File: config.mk
export PLATFORM = sky130hd
export DESIGN_NAME = bitmask_index_encoder
export DESIGN_NICKNAME = d
export VERILOG_FILES = /design/src/rtl/enc_pkg.sv /design/src/rtl/bitmask_index_encoder_msb_finder.sv /design/src/rtl/bitmask_index_encoder.sv
export SDC_FILE = /design/constraint.sdc
export NUM_CORES = 1
export LEC_CHECK = 0
export CAP_MARGIN = 40
export CELL_PAD_IN_SITES_DETAIL_PLACEMENT = 1
export CELL_PAD_IN_SITES_GLOBAL_PLACEMENT = 2
export CORE_UTILIZATION = 24
export DETAILED_ROUTE_END_ITERATION = 8
export GPL_TIMING_DRIVEN = 0
export PLACE_DENSITY_LB_ADDON = 0.1
export SETUP_SLACK_MARGIN = 0.3
export SLEW_MARGIN = 20
export SYNTH_ARGS = -nofsm -noshare
export SYNTH_HDL_FRONTEND = slang
export SYNTH_SLANG_ARGS = --single-unit
export TNS_END_PERCENT = 5
File: constraint.sdc
create_clock -name clk -period 2.4 [get_ports clk]
set_input_delay 0.72 -clock clk [delete_from_list [all_inputs] [get_ports clk]]
set_output_delay 0.72 -clock clk [all_outputs]
set_load 0.05 [all_outputs]
File: src/rtl/enc_pkg.sv
// Shared types and defaults for the bitmask index encoder.
package enc_pkg;
    localparam int DEFAULT_N = 4;

    typedef enum logic {
        IDLE = 1'b0,
        EMIT = 1'b1
    } enc_state_t;
endpackage

File: src/rtl/bitmask_index_encoder_msb_finder.sv
// Combinational: index of the highest set bit of vec, plus a flag for exactly-one-bit-set.
module msb_finder
    import enc_pkg::*;
#(
    parameter  int N = DEFAULT_N,
    localparam int W = $clog2(N)
) (
    input  logic [N-1:0] vec,
    output logic [W-1:0] idx,
    output logic         single_bit
);

    always_comb begin
        idx = '0;
        // Ascending scan: the last hit wins, leaving the most-significant set bit.
        for (int i = 0; i < N; i++) begin
            if (vec[i]) begin
                idx = W'(i);
            end
        end
        single_bit = (vec != '0) && ((vec & (vec - N'(1))) == '0);
    end

endmodule

File: src/rtl/bitmask_index_encoder.sv
// Turns an accepted multi-hot vector into one index per output handshake, MSB first; ENC_ZERO_FLAG_EN adds zero_err.
// Latency: first index valid the cycle after input accept; one IDLE bubble between vectors.
// Backpressure: out_ready low holds out/out_last/out_valid and pending bits; in_ready low while emitting.
module bitmask_index_encoder
    import enc_pkg::*;
#(
    parameter  int N = DEFAULT_N,
    localparam int W = $clog2(N)
) (
    input  logic         clk,
    input  logic         rst,
    input  logic         in_valid,
    output logic         in_ready,
    input  logic [N-1:0] in,
    output logic         out_valid,
    input  logic         out_ready,
    output logic [W-1:0] out,
    output logic         out_last
`ifdef ENC_ZERO_FLAG_EN
    ,
    output logic         zero_err
`endif
);

    enc_state_t   state, state_nxt;
    logic [N-1:0] pend, pend_nxt;
    logic [W-1:0] msb_idx;
    logic         single_bit;

    msb_finder #(.N(N)) u_msb_finder (
        .vec        (pend),
        .idx        (msb_idx),
        .single_bit (single_bit)
    );

    always_ff @(posedge clk or posedge rst) begin
        if (rst) begin
            state <= IDLE;
            pend  <= '0;
        end else begin
            state <= state_nxt;
            pend  <= pend_nxt;
        end
    end

    always_comb begin
        state_nxt = state;
        pend_nxt  = pend;
        in_ready  = 1'b0;
        out_valid = 1'b0;
        case (state)
            IDLE: begin
                in_ready = 1'b1;
                // in is only looked at under in_valid, so X on an idle bus stays out of pend.
                if (in_valid && (in != '0)) begin
                    pend_nxt  = in;
                    state_nxt = EMIT;
                end
            end
            EMIT: begin
                out_valid = 1'b1;
                if (out_ready) begin
                    pend_nxt = pend & ~(N'(1) << msb_idx);
                    if (single_bit) begin
                        state_nxt = IDLE;
                    end
                end
            end
            default: state_nxt = IDLE;
        endcase
    end

    // pend is zero outside EMIT, so out reads 0 whenever idle.
    assign out      = msb_idx;
    assign out_last = out_valid & single_bit;

`ifdef ENC_ZERO_FLAG_EN
    always_ff @(posedge clk or posedge rst) begin
        if (rst) begin
            zero_err <= 1'b0;
        end else begin
            zero_err <= (state == IDLE) && in_valid && (in == '0);
        end
    end
`endif

endmodule

# Word-level counts from Yosys, hierarchy flattened
# Index checks and enable logic that the tools add are counted.
dict set report classes {
  addsub 1
  n_eq_ne 2
  shifts 1
  mux 12
  bitwise_logic 5
  n_reduce_logical 6
}
# operator n
set op_table {}
lappend op_table {{$and A4 B4 Y4} 2}
lappend op_table {{$mux W4} 2}
lappend op_table {{$pmux W4 S2} 1}
lappend op_table {{$reduce_bool A4 Y1} 2}
lappend op_table {{$mux W1} 6}
lappend op_table {{$logic_not A4 Y1} 1}
lappend op_table {{$mux W2} 2}
lappend op_table {{$ne A2 B2 Y1 const B} 2}
lappend op_table {{$not A4 Y4} 1}
lappend op_table {{$shl A1 B2 Y4 const A} 1}
lappend op_table {{$sub A4 B1 Y4 const B} 1}
lappend op_table {{$logic_and A1 B1 Y1} 2}
lappend op_table {{$pmux W1 S2} 1}
lappend op_table {{$reduce_and A2 Y1} 1}
lappend op_table {{$and A1 B1 Y1} 1}
lappend op_table {{$not A1 Y1} 1}
dict set report word_totals {
  regBits 5
  inputBits 8
  output_inout_bits 5
  elab_cells 29
}

# Longest topological paths before layout
dict set report depth {
  word_depth 8
  depth_mapped 4
  depth_no_buf 4
}

# Modules after synthesis
# Synthesis repeated with hierarchy kept, for this count alone.
dict set report hier_totals {
  hier_cells 41
  area_unflattened_um2 379.1
}
# module n_inst cells_each area_per_inst_um2 seq_area_each_um2
set by_module_without_submodules {}
lappend by_module_without_submodules {bitmask_index_encoder 1 34 324.1 125.1}
lappend by_module_without_submodules {msb_finder 1 7 55.1 0.0}

# Worst setup path before layout
# No wires, ideal clock.
dict set report synth_timing {
  path_type {flip-flop to output port}
  from {reg pend[3]}
  to {out out_last}
  arrival_time_ns 1.609
  t_required_ns 1.680
  setup_slack_ns 0.071
  stages_incl_launch_ff 4
  n_path_buf 0
  cell_sequence {dfrtp_1 or2_1 o31ai_1 and2_1}
}
dict set report synth_between {
  elab_chain_len 5
  elab_cells_between_ends 6
  classes_between {1 x add/sub; 2 x bitwise; 3 x reduce/logical}
}
# element line_no
set synth_lines {}
lappend synth_lines {{start: declaration} bitmask_index_encoder.sv:26} ;# logic [N-1:0] pend, pend_nxt;
lappend synth_lines {{start signal: assignment} bitmask_index_encoder.sv:42} ;# pend <= pend_nxt;
lappend synth_lines {{$sub A4 B1 Y4} bitmask_index_encoder_msb_finder.sv:21} ;# single_bit = (vec != '0) && ((vec & (vec - N'(1))) == '0);
lappend synth_lines {{$and A4 B4 Y4} bitmask_index_encoder_msb_finder.sv:21}
lappend synth_lines {{$logic_not A4 Y1} bitmask_index_encoder_msb_finder.sv:21}
lappend synth_lines {{$logic_and A1 B1 Y1 *} bitmask_index_encoder_msb_finder.sv:21}
lappend synth_lines {{$and A1 B1 Y1 *} bitmask_index_encoder.sv:75} ;# assign out_last = out_valid & single_bit;
lappend synth_lines {{end: declaration} bitmask_index_encoder.sv:18} ;# output logic out_last
# Every way passes the cells marked *; elsewhere a longest branch is shown, timed or not.

# Worst setup path after layout
# Ends and elaborated chain as after synthesis.

==> flow_summary.ini <==
[status]
status = complete, no violations

[power]
ir_drop_mv = 0.448
p_per_area_nw_per_um2 = 1640
leakage_nw = 0.232
report.power.total_w = 0.000926

[critical_path]
crit_type = reg2out
critPathLaunchType = register
worst_r2r_path_depth = 4
crit_fanout = 4
crit_path_end_kind = output port
required_ns = 1.68
r2r_end = pend[0]$_DFFE_PP0P_
r2r_start = state$_DFF_PP0_
r2r_setup_slack_ns = 1.06
arrival_ns = 1.47

[worst_hold_path]
hold_class = in2async

[routing]
drt_iter0_drc = 1
via_per_inst = 4.90
ant_nets = 0
vias = 348
drcViolationCount = 0
wl_per_cell_um = 13.8
dr.pass1.iters = 2
drt_wl_total_um = 979

[sta]
max_freq_ghz = 0.456
fin_worst_skew_ns = 0.00348
setup_slack_ns = 0.208
hold_viol = 0
setup_violations = 0
worst_pin_slew_ns = 0.491
fin_crit_sh_pct = 91.3
whs_ns = 0.680
rsz0062_at_grt = yes
max_slew_margin_pct = 67.2
final-max-slew-violation-count = 0
period_minus_slack_ns = 2.19

[clock_tree]
cts_tree = done
cts_buffers = 3
root_buffer = clkbuf_4
worstSkewPairLatency_ns = 0.24
htreeDepth = 1
clk_pin_slew_ns = 0.04
cts.path.max_buffers = 2
clock_sinks = 5
cts_hold_buffers = 0

[grt]
grt_pass1_vias = 352
top_usage_layer = met2
grt_pass1_wl_um = 1600
antenna_found_initial = 0
use_met2_pct = 27.9
grt_use_total_pct = 16.2
globalRouteOverflowTotal = 0
grt_max_degree = 11
met1_usage_pct = 17.6
grt_use_met3_pct = 3.41

[placement]
hpwl_um = 757
dp.cells = 64
place.gp.congestion = 0.829
io_buffers = 12
place_ws_ns = -0.337

[synth]
ys.warnings.count = 0
postSynthAreaPerCell_um2 = 9.06
ys_ff_latch = 5
yosysSeqAreaShare_pct = 37.3
syn_inst = 37
syn_area_um2 = 335
syn_nets = 45
yosysUniqueCellTypes = 23

[finish]
fin_nets = 65
area_growth_pct = 67.9
final_core_util_pct = 43.3
diodes = 0
instances_no_fill = 71
final_layout_size_suffix_gt1_share_pct = 32.1

[floorplanning]
die_x_um = 39.4
start_util_pct = 25.8
dieArea_um2 = 1550
rows = 13
pin_count = 13
core_area_um2 = 1300
die_y_um = 39.4

[job]
maxCapViolations = 0
[synth_stat cells (all sizes together)]
cell type,n,share of area [%]
and2,1,1.9
o31ai,1,2.2
nand3,1,1.5
nor3,1,1.5
a21oi,2,3.0
buf,1,1.5
nor3b,1,5.6
a32oi,1,2.6
a221oi,1,2.6
a211o,1,2.6
xor2,1,2.6
nor2,4,4.5
nor4b,1,2.6
inv,4,4.5
a31oi,1,1.9
nor4,1,6.3
nand2,2,2.2
a211oi,1,2.2
dfrtp,5,37
o21ai,2,3.0
or2,1,1.9
nand2b,2,3.7
o21bai,1,2.2
[sequential cells by signal (all words and copies together), names as in the netlist]
signal	count
state	1
pend	4
[cells by family (layout without fill, tap and decap cells)]
logic type,after synthesis,count (layout),share of synthesized area [%]
buf+inv,5,24,5.97
xor+xnor,1,1,2.61
compound gates,11,11,22.4
flops,5,5,37.3
simple gates,15,15,31.7
[report_power, final]
group	total [W]	internal, W	switching, W
combinational	0.000635	0.000250	0.000385
clock	0.0000936	0.0000626	0.0000310
sequential	0.000197	0.000131	0.0000664
total	0.000926	0.000444	0.000482
[layer usage]
metal	vias up	routed length (um)
met1	163	395
met3	2	39
li1	172	-
met2	11	530
met5	-	0
met4	0	13
[worst max-delay path, cell delays in order, from the launching register on]
cell     delay, ns
dfrtp_2       0.44
or2_4         0.27
o31ai_4       0.20
and2_4        0.18
buf_6         0.15
[stage by stage]
step | cell area (um2) | TNS, ns
final | 563 | 0
after detailed placement | 479 | -0.337
after floorplan | 340 | 0
after global routing | 563 | 0
after CTS | 553 | 0
after global placement | 479 | -0.335
[cells in the final DEF (no fill, tap or decap), types with 2 or more instances in the layout]
| master | n |
|---|---|
| clkdlybuf4s50_1 | 8 |
| inv_1 | 4 |
| nor2_1 | 4 |
| clkbuf_4 | 3 |
| dfrtp_1 | 3 |
| buf_4 | 3 |
| nand2_1 | 2 |
| o21ai_0 | 2 |
| nand2b_1 | 2 |
| dlygate4sd2_1 | 2 |
| dfrtp_2 | 2 |
[area by class of cell]
cell class / count / area (um2)
timing repair buffer: 15 / 143
buffer: 1 / 5.00
clock buffer: 4 / 26.3
fill: 161 / 738
sequential: 5 / 128
tap: 15 / 18.8
inverter: 4 / 15.0
multi-input combinational: 27 / 228
[how the worst max path moves through the flow]
| stage | startpoint | endpoint | slack, ns |
|---|---|---|---|
| global route | pend[3]$_DFFE_PP0P_ | out_last | 0.15 |
| detailed placement | pend[3]$_DFFE_PP0P_ | out_last | -0.34 |
| floorplan | pend[3]$_DFFE_PP0P_ | out_last | 0.41 |
| global placement | pend[3]$_DFFE_PP0P_ | out_last | -0.33 |
| CTS | pend[3]$_DFFE_PP0P_ | out_last | 0.21 |
| finish | pend[3]$_DFFE_PP0P_ | out_last | 0.21 |
[timing repair]
action	4_1_cts	5_1_grt
gates resized for setup	17	2
pin swaps	1	0
setup endpoints to repair	5	5
buffers inserted	3	0
Power figures use the tool's default switching activity.
